## src/rtl/apb_req_arbiter.sv

```systemverilog
// rtl/apb_req_arbiter.sv - round-robin arbiter feeding the apb_master request port
//
// Shares apb_master's single valid/ready descriptor port between NREQ
// requesters. The winner's descriptor is registered and held until accepted.
// Zero-length descriptors are acknowledged but never forwarded.
//
// Optional build macro: APB_ARB_TIMEOUT_EN (drop a descriptor stalled for
// TIMEOUT_CYCLES and pulse timeout_err).
//
// Ports:
//   clk, rst          clock, synchronous active-high reset
//   req_valid         per-requester descriptor valid
//   req_ready         one-hot capture pulse back to the requester
//   req_source        packed 8-bit sources, requester i at [8i+7:8i]
//   req_destination   packed 8-bit destinations, requester i at [8i+7:8i]
//   req_length        packed 4-bit lengths, requester i at [4i+3:4i]
//   valid, ready      handshake toward apb_master
//   source, destination, length  registered granted descriptor
//   grant_id          index of the requester whose descriptor is on the output
//   busy              mirrors valid
//   timeout_err       one-cycle pulse on a stall timeout drop
module apb_req_arbiter #(
  parameter int NREQ           = 4,
  parameter int IDW            = 2,
  parameter int TIMEOUT_CYCLES = 64
) (
  input  logic              clk,
  input  logic              rst,
  input  logic [NREQ-1:0]   req_valid,
  output logic [NREQ-1:0]   req_ready,
  input  logic [NREQ*8-1:0] req_source,
  input  logic [NREQ*8-1:0] req_destination,
  input  logic [NREQ*4-1:0] req_length,
  output logic              valid,
  input  logic              ready,
  output logic [7:0]        source,
  output logic [7:0]        destination,
  output logic [3:0]        length,
  output logic [IDW-1:0]    grant_id,
  output logic              busy,
  output logic              timeout_err
);

  localparam logic [0:0] IDLE = 1'b0;
  localparam logic [0:0] HOLD = 1'b1;

  logic [0:0]     state;
  logic [IDW-1:0] last_grant;
  logic [IDW-1:0] win;
  logic           found;
  logic           capture;
  logic           stall_expired;
  logic [7:0]     win_src;
  logic [7:0]     win_dst;
  logic [3:0]     win_len;

  // A new descriptor may be taken when idle, or in the same cycle the held
  // one is accepted. Reset closes the window so no req_ready leaks out.
  assign capture = !rst && ((state == IDLE) || ((state == HOLD) && ready));

  // Round-robin search starting just after the last winner.
  always_comb begin
    found = 1'b0;
    win   = '0;
    for (int k = 1; k <= NREQ; k++) begin
      if (!found && req_valid[(int'(last_grant) + k) % NREQ]) begin
        found = 1'b1;
        win   = IDW'((int'(last_grant) + k) % NREQ);
      end
    end
  end

  always_comb begin
    req_ready = '0;
    if (capture && found) req_ready[win] = 1'b1;
  end

  assign win_src = req_source[8*win +: 8];
  assign win_dst = req_destination[8*win +: 8];
  assign win_len = req_length[4*win +: 4];

  always_ff @(posedge clk) begin
    if (rst) begin
      state       <= IDLE;
      last_grant  <= IDW'(NREQ - 1);
      source      <= '0;
      destination <= '0;
      length      <= '0;
      grant_id    <= '0;
    end else if (capture && found) begin
      last_grant <= win;
      if (win_len != 4'd0) begin
        state       <= HOLD;
        source      <= win_src;
        destination <= win_dst;
        length      <= win_len;
        grant_id    <= win;
      end else begin
        // Zero length: acknowledged to the requester but never forwarded.
        state <= IDLE;
      end
    end else if (capture || stall_expired) begin
      state <= IDLE;
    end
  end

  assign valid = (state == HOLD);
  assign busy  = valid;

`ifdef APB_ARB_TIMEOUT_EN
  localparam int CW = $clog2(TIMEOUT_CYCLES + 1);

  logic [CW-1:0] stall_cnt;
  logic          timeout_q;

  // A ready on the final stall cycle wins over the timeout.
  assign stall_expired = (state == HOLD) && !ready &&
                         (stall_cnt == CW'(TIMEOUT_CYCLES - 1));

  always_ff @(posedge clk) begin
    if (rst) begin
      stall_cnt <= '0;
      timeout_q <= 1'b0;
    end else begin
      timeout_q <= stall_expired;
      // Cleared whenever not stalling, so every HOLD entry starts from zero.
      if ((state != HOLD) || ready) stall_cnt <= '0;
      else                          stall_cnt <= stall_cnt + 1'b1;
    end
  end

  assign timeout_err = timeout_q;
`else
  assign stall_expired = 1'b0;
  // Constant 0; the parameter term only keeps TIMEOUT_CYCLES referenced.
  assign timeout_err   = 1'b0 & (TIMEOUT_CYCLES < 0);
`endif

endmodule

```

## config.mk

```make
export PLATFORM = sky130hd
export DESIGN_NAME = apb_req_arbiter
export DESIGN_NICKNAME = d
export VERILOG_FILES = /design/src/rtl/apb_req_arbiter.sv
export SDC_FILE = /design/constraint.sdc
export NUM_CORES = 1
export LEC_CHECK = 0
export CORE_MARGIN = 2
export CORE_UTILIZATION = 35
export CTS_BUF_LIST = sky130_fd_sc_hd__clkbuf_4 sky130_fd_sc_hd__clkbuf_8
export CTS_CLUSTER_SIZE = 24
export DETAILED_ROUTE_END_ITERATION = 7
export PLACE_DENSITY = 0.78
export SLEW_MARGIN = 20
export SYNTH_ARGS = -nofsm -noshare
export SYNTH_HDL_FRONTEND = slang
export SYNTH_SLANG_ARGS = --single-unit
```

## constraint.sdc

```tcl
create_clock -name clk -period 6.3 [get_ports clk]
set_clock_uncertainty 0.05 [all_clocks]
set_input_delay 1.26 -clock clk [delete_from_list [all_inputs] [get_ports clk]]
set_output_delay 1.26 -clock clk [all_outputs]
set_load 0.005 [all_outputs]
```

Word level (Yosys, flattened, before mapping). Index checks and enable logic that the tools add are counted.

Flip-flop bits (word level): 25. Latch bits: 0. Bits in writable memories: 0. ROM bits: 0. Bits of input ports: 87. Output and inout bits: 29. Logic and storage cells: 69. Memories kept: 0.

$add $sub $neg: 4. Multiply operators: 0. Div/mod/pow operators: 0. Magnitude comparators: 6. Eq/ne operators: 0. Shift-type cells: 3. Multiplexer cells: 26. Bitwise operators: 5. Reductions and logical operators: 19.

Operator list (number): $shiftx 32x6->8 (2); $lt 3x4->1 const B (4); $mux 1 (16); $shiftx 16x5->4 (1); $bmux 1 s2 (4); $mux 2 (4); $reduce_or 2->1 (4); $logic_and 1x1->1 (7); $add 2x1->2 const B (2); $add 2x2->2 const B (2); $and 1x1->1 const A (4); $logic_not 1->1 (4); $mux 4 (1); $reduce_bool 4->1 (1); $lt 2x3->1 const B (1); $demux 1 s2 (1); $ge 2x1->1 const B (1); $reduce_and 2->1 (1); $reduce_bool 2->1 (1); $logic_or 1x1->1 (1); $not 1->1 (1).

Depth between registers and ports, before layout. Gate-level depths: netlist of run 1.

Depth after elaboration: 21. Gate-level depth with buffers: 8. Depth with buffers taken out: 6.

Worst setup path after synthesis of run 1. No wires, ideal clock.

Path type: input-to-output. Start: in req_valid[0]. End: out req_ready[2]. Arrival time: 2.467 ns. Data required time: 4.990 ns. Setup slack: 2.523 ns. Cell stages on the path: 6. Path buffers: 2. Path through: o211a_1 > or2_1 > buf_6 > nor2_4 > buf_2 > and3_1.

Longest elaborated chain between the ends: 18. Elaborated cells between the ends (all ways): 33. Those cells by class: order compare (2); mux (23); reduce/logical (8).

Ends and longest elaborated chain: from (decl) (line 29) `input logic [NREQ-1:0] req_valid,`; $bmux 1 s2 (line 66) `if (!found && req_valid[(int'(last_grant) + k) % NREQ]) begin`; $mux 1 (not written as such) (2 in a row) (line 66); $mux 1 (line 66); $logic_not 1->1 (line 66); $logic_and 1x1->1 (line 66); $mux 1 (line 66); $logic_not 1->1 (line 66); $logic_and 1x1->1 (line 66); $mux 1 (line 66); $logic_not 1->1 (line 66); $logic_and 1x1->1 (line 66); $mux 2 (line 66); $lt 2x3->1 (not written as such) / $ge 2x1->1 (equally long branches) (line 75) `if (capture && found) req_ready[win] = 1'b1;`; $logic_and 1x1->1 (not written as such) (line 75); $mux 1 (not written as such) (line 75); $demux 1 s2 (line 75); $mux 4 * (line 75); to (decl) (line 30) `output logic [NREQ-1:0] req_ready,`.

Every way passes the cells marked *; elsewhere a longest branch is shown, timed or not. The select of a mux whose other input is x is not followed.

Worst setup path in the final report of run 1.
Start: in req_valid[3]. End: out req_ready[3].

Same word-level chain as after synthesis.

==> summary by stage, run 1 <==
Drt
The average wire length per cell after detail routing is 14.1 um. In the routed design, unresolved DRC markers number 0. The number of detailed-route iterations in the first pass is 4.

Dividing the detail-routed via count by the number of cells gives between 5 and 6. The total wire length after detailed routing is ~5.1 mm. The violation count after the first detailed-routing iteration is 45.

The count of nets left with antenna violations once routing finished came out at 0. The via count is about 1800.

Worst setup path
The most frequent cell on the critical path is sky130_fd_sc_hd__clkdlybuf4s50_1. The critical path is of the input port to output pin type. On the worst path, the slowest cell contributes a delay of approximately 560 ps.

The startpoint class of the critical path is an input port. The signal on the critical path passes through clkdlybuf4s50_1 -> and3b_1 -> nor2_1 -> nand2_1 -> nor3b_1 -> clkdlybuf4s50_1. The worst setup path is captured at an output pin. The data arrival time at the worst-slack endpoint is about 3500 ps.

Among all stages on the critical path, the largest delay is contributed by sky130_fd_sc_hd__clkdlybuf4s50_1. For the worst setup path, the data required time is 4990 ps. The maximum fanout count along the critical path is 9.

The number of buffers and inverters on the critical path is 2. On the critical path the largest part of the delay comes from simple AND/OR/NAND/NOR gates.

Global route
The initial antenna violation count is 0. For this run, the total global-route usage over all layers was measured as 0.179. The wire length of the first global-routing pass is around 8.1 mm. The number of global-route vias before repair is 1841. Entering global routing, the biggest net connects 33 pins.

Summed over all layers, the global routing overflow is 0.

STA
Setup repair after global routing left no endpoint under its margin. The post-layout worst setup margin is approximately 1500 ps. The maximum clock rate is approximately 0.21 GHz. The final number of max-transition violations was 0. The post-route fraction of the period consumed by the critical path is 0.757. The number of failing setup endpoints in the final timing report is 0.

The slew at the pin closest to its max-slew limit is around 730 ps. The worst path needs 4770 ps of the cycle, external delays included. The number of hold violations in the final report is 0. After routing, the total negative slack on setup checks comes to 0 ps. In this run the tightest slew margin relative to its limit is 0.516.

Clock tree
The library cell used as clock root buffer is sky130_fd_sc_hd__clkbuf_8. The clock transition at the register clock pins on the worst setup and hold paths after CTS is ~80 ps. The H-tree level count is 1. The clock insertion delay at the later pin of the skew report is about 260 ps.

The number of clock buffers inserted by TritonCTS is 3. The number of gates resized after cts is 0. The clock tree from TritonCTS is built. The number of post-CTS setup repair buffers is 0. The number of hold-repair buffers added at the cts stage is 0.

Clock tree synthesis found a total of 25 sinks. The largest buffer count on any clock path is 2.

Pwr
The worst IR drop on VDD is 0.0942 mV. The share of total power dissipated in combinational logic is 0.521. The leakage power of the design is ~1.2 nW.

Internal power comes to 0.000450 W. The share of total power dissipated in the clock network is 0.147. The ratio of total power to cell area is about 220 nW/um^2.

The power dissipated by switching net loads is a little over 0.0002 W. The switching part of the total power is 0.314. The sequential fraction of design power is 0.331.

Finish
The synthesis-to-finish area growth is 67.8%. The top cell types in the final layout, fill and taps aside, are sky130_fd_sc_hd__clkdlybuf4s50_1, sky130_fd_sc_hd__mux2i_1, sky130_fd_sc_hd__nand2_1, sky130_fd_sc_hd__dfxtp_1, sky130_fd_sc_hd__mux2_2. For this run, the share of the core covered by cells in the final layout is 0.599.

In the final layout, the share of cells above drive strength 1 is 0.110. 0 antenna diodes ended up in the layout. The most common library cell in the layout ignoring fill and taps is sky130_fd_sc_hd__clkdlybuf4s50_1. The filler cells instantiated in the layout total approximately 460.

For this run, the post-layout net count is 380.

Synth
The most frequently used flop master after synthesis is sky130_fd_sc_hd__dfxtp_1. For this run, the register share of the synthesized area comes to 0.280. The number of synthesized flops with an enable pin is 0. The number of nets handed over by synthesis was between 200 and 300. The cell type contributing the most total cell area after synthesis is sky130_fd_sc_hd__mux2i_1.

By area the synthesized netlist is led by sky130_fd_sc_hd__mux2i_1, sky130_fd_sc_hd__dfxtp_1, sky130_fd_sc_hd__mux2_2. The proportion of register bits with asynchronous set or reset after synthesis is 0. The share of synthesized area in the top cell type comes to 0.285. In this run the mean area of a mapped cell was about 9.7 um^2.

The cell area that synthesis handed to floorplanning was ~1800 um^2. The number of warnings printed during yosys synthesis is 0. The cell count after synthesis is around 180. Synthesis inferred 25 register bits. After synthesis, the netlist uses 37 different library cells.

Min path
The min-delay analysis places its worst path in the category flip-flop to flip-flop.

Place
OpenSTA, run right after detailed placement, puts the worst setup slack at approximately 1500 ps. The final weighted congestion in routability-driven placement is 0.743. The wire-length estimate of the detail-placed layout is between 4 and 5 mm. The number of I/O port buffers is approximately 110.

Outcome
The run finished with clean final reports.

Die
The row count is 26. The area of the core is 5010 um^2. The die area is 5700 um^2. The floorplan step set the die width to between 70 and 80 um.

The top-level port count is ~120. The height of the die is 75.5 um. The starting density of the core is 0.357.

Job
The number of max-cap violations is 0.
-- logic make-up (layout without fill, tap and decap cells) --
family                 after synthesis  count (layout)  synth area share
AND/OR/NAND/NOR                     45              45             0.119
AO/OA/AOI/OAI                       31              31             0.158
multiplexers                        67              67             0.386
flip-flops                          25              25             0.280
buffers and inverters               15             123            0.0552
other                                1               1           0.00210
-- flip-flops by register name, summed over array words and instances (netlist names) --
name	cells
busy	1
destination	8
grant_id	2
last_grant	2
length	4
source	8
-- synthesized netlist by cell type, drive strengths merged, types with 2 or more instances --
library cell and n:
dfxtp 25, a32o 2, nand2 25, nor2b 3
nor2 4, nor3 2, a32oi 8, a21oi 2
clkbuf 5, buf 9, o21ai 10, mux2 16
and3 2, nand3 4, mux2i 51
-- power by group through the flow --
stage	Sequential, W	Combinational, W	Clock [W]
3_5_place_dp	0.000221	0.000346	0
6_report	0.000217	0.000342	0.0000968
5_1_grt	0.000223	0.000374	0.000106
2_1_floorplan	0.000221	0.000188	0
4_1_cts	0.000218	0.000348	0.000101
3_3_place_gp	0.000219	0.000341	0
-- final timing paths --
path	from	to	slack, ps	cells after the start
max	req_valid[3]	req_ready[3]	1530	6
min	destination[1]	destination[1]	410	2
max reg2reg	last_grant[1]	source[3]	2920	8
min reg2reg	destination[1]	destination[1]	410	2
-- area by class of cell --
cell class              count  area [um^2]  share of cell area
repair buffers            118         1170               0.390
multi-input cells         144         1190               0.396
clock buffers               4         48.8              0.0163
inverters                   1         3.75             0.00125
flip-flops and latches     25          500               0.167
well taps                  70         87.6              0.0292
-- tightest hold or removal path, delay by kind of cell, from the launching register on --
family / cells / cell delay (ps)
simple gates: 1 / 50
mux: 1 / 50
flops: 1 / 320
-- metrics by stage --
step / power [W] / instances / hold slack (ps) / instance area, um^2
4_1_cts: 0.000667 / 362 / 418 / 3000
6_report: 0.000657 / 362 / 413 / 3000
2_1_floorplan: 0.000409 / 184 / 402 / 1790
3_5_place_dp: 0.000567 / 358 / 402 / 2950
5_1_grt: 0.000702 / 362 / 434 / 3000
3_3_place_gp: 0.000560 / 358 / 394 / 2950
-- metal layers --
metal  global-route usage  wire length [um]  up-vias
met5                    0                 0        -
met4               0.0526                51        0
met3               0.0556               516        4
met2                0.309              2460       75
met1                0.215              2090      837
li1                     -                 -      897
No activity file was read; power rests on OpenSTA's default activity.
==> run 2, diff against run 1 <==
- clock period: 6.3 -> 4.9 ns (I/O delays scaled with it)
==> run 2 against run 1 <==
- hold slack worse by 2.2 ps
- register-to-register slack worse by 540 ps
- sequential power up 29%
==> summary by stage, run 2 (synthesis results as in run 1) <==
Finish
Largest regs: destination (8), source (8), length (4) (unchanged). The number of diodes added for antenna fixing came to 0 (unchanged). The most common library cell in the layout ignoring fill and taps is sky130_fd_sc_hd__clkdlybuf4s50_1 (unchanged). The synthesis-to-finish area growth is 68.6% (was 67.8%). The post-layout net count was 382 (was 380). The number of cells in the finished layout apart from fillers is 364 (was 362). Commonest cells after routing, fill and taps aside: sky130_fd_sc_hd__clkdlybuf4s50_1, sky130_fd_sc_hd__mux2i_1, sky130_fd_sc_hd__nand2_1, sky130_fd_sc_hd__dfxtp_1, sky130_fd_sc_hd__mux2_2 (unchanged).

The fraction of layout instances using a drive strength above 1 was 0.116 (was 0.110).

Worst setup path
The startpoint class of the critical path is an input port (unchanged). The endpoint of the worst setup timing path is req_ready[3] (unchanged). The highest-delay cell along the critical path is sky130_fd_sc_hd__clkdlybuf4s50_1 (unchanged). The kind of critical path is input port to output pin (unchanged). The worst reg-to-reg path cell count is 8 (unchanged).

The maximum fanout count along the critical path is 9 (unchanged). The endpoint of the most critical register-to-register path is destination[3] (was source[3]). The data arrival time at the worst-slack endpoint is 3130 ps (was 3460 ps).

The source of the worst register-to-register timing path is last_grant[1] (unchanged). The element type at the critical path end was an output pin (unchanged). The worst endpoint required time was 3870 ps (was 4990 ps). The critical path startpoint is req_valid[3] (unchanged). Ordered list of cells on the worst path: clkdlybuf4s50_1 -> and3b_1 -> nor2_1 -> nand2_1 -> nor3b_1 -> clkdlybuf4s50_1 (unchanged). The highest cell delay on the worst timing path is 550 ps (was 560 ps). The most frequent cell on the critical path was sky130_fd_sc_hd__clkdlybuf4s50_1 (unchanged). The register-to-register setup slack is 2380 ps (was 2920 ps).

Die
The top-level port count is 116 (unchanged). The height of the die is 75.5 um (unchanged). The die area is 5700 um^2 (unchanged). The width of the chip came to 75.5 um (unchanged). The area of the core came to 5010 um^2 (unchanged).

The starting density of the core is 0.357 (unchanged). The row count is 26 (unchanged).

Global route
The wire length of the first global-routing pass is 7.33 mm (was 8.10 mm). The number of global-route vias before repair is 1658 (was 1841). The pin count of the biggest net entering global routing is 33 (unchanged). The all-layer global routing usage was 0.162 (was 0.179).

The remaining global-route overflow is 0 (unchanged). The initial antenna violation count is 0 (unchanged).

Drt
The residual antenna-violating net count after detailed routing is 0 (unchanged). The number of detailed-route iterations in the first pass is 4 (unchanged). The number of design rule violations left after detail routing was 0 (unchanged).

The violation count after the first detailed-routing iteration was 49 (was 45). The average vias per placed instance was 4.87 (was 5.01). The total wire length after detailed routing came to 4.82 mm (was 5.11 mm). The via count is 1774 (was 1813).

The average wire length per cell after detail routing is 13.2 um (was 14.1 um).

Clock tree
The H-tree level count is 1 (unchanged). The number of clock buffers inserted by TritonCTS is 3 (unchanged). The number of gates resized after cts is 0 (unchanged). The number of post-CTS setup repair buffers came to 0 (unchanged). The clock sink count was 25 (unchanged). The number of hold-repair buffers added at the cts stage is 0 (unchanged). The clock insertion delay at the later pin of the skew report is 260 ps (about the same). The clock transition at the register clock pins on the worst setup and hold paths after CTS was 80 ps (about the same). The largest buffer count on any clock path is 2 (unchanged). The library cell used as clock root buffer is sky130_fd_sc_hd__clkbuf_8 (unchanged). The clock tree from TritonCTS is built (unchanged).

STA
The slew at the pin closest to its max-slew limit is 714 ps (was 725 ps). The remaining max-slew budget at the tightest pin was 0.523 (was 0.516). Based on the critical path, the design can be clocked at up to around 0.24 GHz. The clock period minus final worst setup slack is 4160 ps.

RSZ-0062 raised after global routing: no (unchanged). The final setup TNS is 0 ps (unchanged). The number of failing setup endpoints in the final timing report is 0 (unchanged).

The number of hold violations in the final report is 0 (unchanged). Of the available clock period, the critical path in the final layout requires 0.848. The final number of max-transition violations was 0 (unchanged).

Outcome
Status: complete, no violations (unchanged).

Place
The number of placed cells counting well taps was 360 (was 358). The number of I/O port buffers is 114 (unchanged). The final weighted congestion in routability-driven placement is 0.905 (was 0.743). The half-perimeter wire length after placement is 3.77 mm (was 4.06 mm).

Job
The number of max-cap violations is 0 (unchanged).

Pwr
The worst IR drop on VDD is 0.112 mV (was 0.0942 mV). The leakage power of the design came to 1.22 nW (was 1.21 nW). The ratio of total power to cell area came to 280 nW/um^2 (was 219 nW/um^2).

Min path
The classification of the worst-slack hold path is flip-flop to flip-flop (unchanged).
[run 2: changes by cell type in the layout (fill, tap and decap cells not counted)]
cell | before | now
sky130_fd_sc_hd__buf_4 | 4 | 6
[run 2: final cells by class]
type,instances,area (um^2)
Clock buffer,4,48.8
Sequential cell,25,500
Timing Repair Buffer,120,1190
Inverter,1,3.75
Fill cell,473,1990
Tap cell,70,87.6
Multi-Input combinational cell,144,1190
[run 2: critical path, delay by kind of cell]
kind | cells | cell delay [ps]
and+or+nand+nor | 4 | 1070
buffers and inverters | 2 | 1070
[run 2: power breakdown]
part | switching, W | internal, W
Sequential | 0.0000280 | 0.000251
Combinational | 0.000173 | 0.000267
Clock | 0.0000612 | 0.0000635
Total | 0.000262 | 0.000582
[run 2: worst min path at each step]
stage / from / end / cells past startpoint
2_1_floorplan: length[2] / length[2] / 2
3_3_place_gp: grant_id[0] / grant_id[0] / 2
3_5_place_dp: destination[6] / destination[6] / 2
4_1_cts: source[6] / source[6] / 2
5_1_grt: destination[6] / destination[6] / 2
6_report: grant_id[0] / grant_id[0] / 2
[run 2: layer usage]
metal | vias up | global-route usage | part of all wire
li1 | 893 | - | -
met1 | 804 | 0.205 | 0.43
met2 | 75 | 0.267 | 0.46
met3 | 2 | 0.0529 | 0.11
met4 | 0 | 0.0429 | 0.0052
met5 | - | 0 | 0
[run 2: stage by stage]
step | instance area, um^2 | setup slack (ps) | hold WS, ps | power [W] | util
floorplan | 1790 | 1680 | 402 | 0.000526 | -
global placement | 2970 | 815 | 394 | 0.000723 | 0.592
finish | 3020 | 743 | 411 | 0.000844 | 0.602
global route | 3020 | 525 | 435 | 0.000902 | 0.602
detailed placement | 2970 | 718 | 403 | 0.000728 | 0.592
CTS | 3020 | 733 | 419 | 0.000859 | 0.602
==> run 3, diff against run 2 <==
- CORE_UTILIZATION: 35 -> 34
- PLACE_DENSITY: 0.78 -> 0.79
- clock period: 4.9 -> 3.56 ns (I/O delays scaled with it)
==> run 3 against run 2 <==
- clock-buffer cell count fell by 1
- critical endpoint unchanged
- hold slack gained 3.1 ps
- sequential share of layout area is 0.082 points lower
- sequential power increased by 37%
- largest cell class unchanged
- routed wire length rose by 2.3%
- total power up 38%
==> summary by stage, run 3 (synthesis results as in run 1) <==
Outcome
Status: complete, no violations (unchanged).

Finish
The final instance area was 3030 um^2 (was 3020 um^2). The number of diodes added for antenna fixing was 0 (unchanged). Commonest cells after routing, fill and taps aside: sky130_fd_sc_hd__clkdlybuf4s50_1, sky130_fd_sc_hd__mux2i_1, sky130_fd_sc_hd__nand2_1, sky130_fd_sc_hd__dfxtp_1, sky130_fd_sc_hd__mux2_2 (unchanged).

The total of fill cells in the finished design is 474 (was 473). The fraction of layout instances using a drive strength above 1 is 0.119 (was 0.116). The synthesis-to-finish area growth is 69.4% (was 68.6%). Largest regs: destination (8), source (8), length (4) (unchanged). The post-layout net count is 383 (was 382).

The most common library cell in the layout ignoring fill and taps is sky130_fd_sc_hd__clkdlybuf4s50_1 (unchanged).

STA
RSZ-0062 raised after global routing: no (unchanged). The final number of max-transition violations is 0 (unchanged). The number of hold violations in the final report came to 0 (unchanged). The final setup TNS is 0 ps (unchanged). The slew at the pin closest to its max-slew limit was 722 ps (was 714 ps). The remaining max-slew budget at the tightest pin is 0.518 (was 0.523). Derived from the worst setup path, the maximum achievable clock frequency is approximately 0.30 GHz. The clock period minus final worst setup slack is ~3400 ps.

The post-route fraction of the period consumed by the critical path is 0.951. The worst hold slack after final layout is 414 ps (was 411 ps). The number of failing setup endpoints in the final timing report was 0 (unchanged).

Die
The width of the chip came to 76.5 um (was 75.5 um). The height of the die is 76.5 um (was 75.5 um). The starting density of the core was 0.350 (was 0.357). The die area is 5860 um^2 (was 5700 um^2). The area of the core is 5110 um^2 (was 5010 um^2). The top-level port count is 116 (unchanged).

The row count is 26 (unchanged).

Place
The number of I/O port buffers is 114 (unchanged). The final weighted congestion in routability-driven placement was 0.754 (was 0.905). The post-placement cell area is 2980 um^2 (was 2970 um^2).

The half-perimeter wire length after placement came to 4.00 mm (was 3.77 mm).

Drt
The violation count after the first detailed-routing iteration is 31 (was 49). The number of design rule violations left after detail routing is 0 (unchanged). The number of detailed-route iterations in the first pass is 4 (unchanged). The via count is 1780 (was 1774). The residual antenna-violating net count after detailed routing is 0 (unchanged).

The average vias per placed instance is 4.88 (was 4.87). The average wire length per cell after detail routing is 13.5 um (was 13.2 um). The total wire length after detailed routing is 4.93 mm (was 4.82 mm).

Clock tree
The H-tree level count is 1 (unchanged). The number of clock buffers inserted by TritonCTS is 3 (unchanged). The clock insertion delay at the later pin of the skew report was 260 ps (about the same). The library cell used as clock root buffer is sky130_fd_sc_hd__clkbuf_8 (unchanged). The clock tree from TritonCTS is built (unchanged).

The number of hold-repair buffers added at the cts stage is 0 (unchanged). The clock sink count is 25 (unchanged). The number of post-CTS setup repair buffers is 0 (unchanged).

The clock transition at the register clock pins on the worst setup and hold paths after CTS is 90 ps (was 80 ps). The largest buffer count on any clock path is 2 (unchanged). The number of gates resized after cts was 0 (unchanged).

Pwr
The design internal power is 0.000797 W (was 0.000582 W). The switching part of the total power is 0.315 (was 0.311). The proportion of power drawn by combinational gates is 0.524 (was 0.522).

The worst IR drop on VDD is 0.259 mV (was 0.112 mV). The clock share of power is 0.148 (about the same). The sequential fraction of design power is 0.328 (was 0.331). The leakage power of the design is 1.22 nW (about the same). The ratio of total power to cell area is 384 nW/um^2 (was 280 nW/um^2). The power dissipated by switching net loads came to 0.000366 W (was 0.000262 W).

Global route
The remaining global-route overflow is 0 (unchanged). The all-layer global routing usage is 0.165 (was 0.162). The wire length of the first global-routing pass is 8.10 mm (was 7.33 mm).

The pin count of the biggest net entering global routing came to 33 (unchanged). The initial antenna violation count was 0 (unchanged). The number of global-route vias before repair is 1717 (was 1658).

Min path
The capture endpoint of the worst hold path is destination[5] (was grant_id[0]). The classification of the worst-slack hold path is flip-flop to flip-flop (unchanged). The source of the worst hold timing path is destination[5] (was grant_id[0]). The hold-critical path depth was 2 (unchanged).

Worst setup path
The kind of critical path is input port to output pin (unchanged). The startpoint class of the critical path was an input port (unchanged). The register-to-register setup slack is 840 ps (was 2380 ps). The worst endpoint required time is 2800 ps (was 3870 ps). The element type at the critical path end is an output pin (unchanged). The source of the worst register-to-register timing path is last_grant[1] (unchanged).

The maximum fanout count along the critical path is 6 (was 9). The endpoint of the most critical register-to-register path is source[7] (was destination[3]). The data arrival time at the worst-slack endpoint is 2620 ps (was 3130 ps). The worst reg-to-reg path cell count is 8 (unchanged).

Job
The number of max-cap violations is 0 (unchanged).
-- run 3: changes by cell type in the layout (fill, tap and decap cells not counted) --
cell | previous run | this run
sky130_fd_sc_hd__clkbuf_4 | 1 | 0
sky130_fd_sc_hd__buf_4 | 6 | 7
sky130_fd_sc_hd__a21oi_2 | 1 | 0
sky130_fd_sc_hd__a21oi_4 | 0 | 1
sky130_fd_sc_hd__clkinvlp_4 | 0 | 1
-- run 3: critical path, cell delays in order --
cell and delay, ps:
sky130_fd_sc_hd__clkdlybuf4s50_1 540, sky130_fd_sc_hd__nor2b_1 270, sky130_fd_sc_hd__a2bb2oi_2 130, sky130_fd_sc_hd__and2_1 240
sky130_fd_sc_hd__nor3b_1 210, sky130_fd_sc_hd__clkdlybuf4s50_1 520
-- run 3: worst max-delay path by stage --
| stage | from | endpoint | cells past startpoint | slack (ps) |
|---|---|---|---|---|
| final | req_valid[1] | req_ready[3] | 6 | 170 |
| after global placement | req_valid[3] | req_ready[3] | 6 | 180 |
| after global routing | req_valid[3] | req_ready[3] | 6 | 30 |
| after detailed placement | req_valid[3] | source[7] | 9 | 130 |
| after floorplan | req_valid[0] | req_ready[2] | 6 | 880 |
| after CTS | req_valid[3] | req_ready[3] | 6 | 150 |
-- run 3: layout make-up --
class | count | area [um^2] | area share
clock buffer | 3 | 41.3 | 0.0136
clock inverter | 1 | 7.51 | 0.00248
timing repair buffer | 121 | 1190 | 0.394
multi-input combinational | 144 | 1200 | 0.395
inverter | 1 | 3.75 | 0.00124
sequential | 25 | 500 | 0.165
tap | 70 | 87.6 | 0.0289
-- run 3: per-stage QoR --
| stage | total power [W] | utilization | setup WS (ps) | std cells |
|---|---|---|---|---|
| 2_1_floorplan | 0.000724 | - | 879 | 184 |
| 3_3_place_gp | 0.000995 | 0.583 | 178 | 361 |
| 3_5_place_dp | 0.00100 | 0.583 | 132 | 361 |
| 4_1_cts | 0.00118 | 0.592 | 147 | 365 |
| 5_1_grt | 0.00124 | 0.594 | 29.3 | 365 |
| 6_report | 0.00116 | 0.594 | 173 | 365 |
-- run 3: power by group through the flow --
stage / Clock (W) / Sequential (W) / Combinational, W
detailed placement: 0 / 0.000388 / 0.000615
global route: 0.000190 / 0.000389 / 0.000661
CTS: 0.000178 / 0.000382 / 0.000619
floorplan: 0 / 0.000392 / 0.000333
global placement: 0 / 0.000386 / 0.000609
finish: 0.000172 / 0.000382 / 0.000610
-- run 3: routing by layer --
metal,GRT usage,routed length (um),vias to the layer above
met2,0.302,2500,61
met1,0.194,2080,820
met3,0.0415,326,2
met4,0.0327,23,0
li1,-,-,897
met5,0,0,-
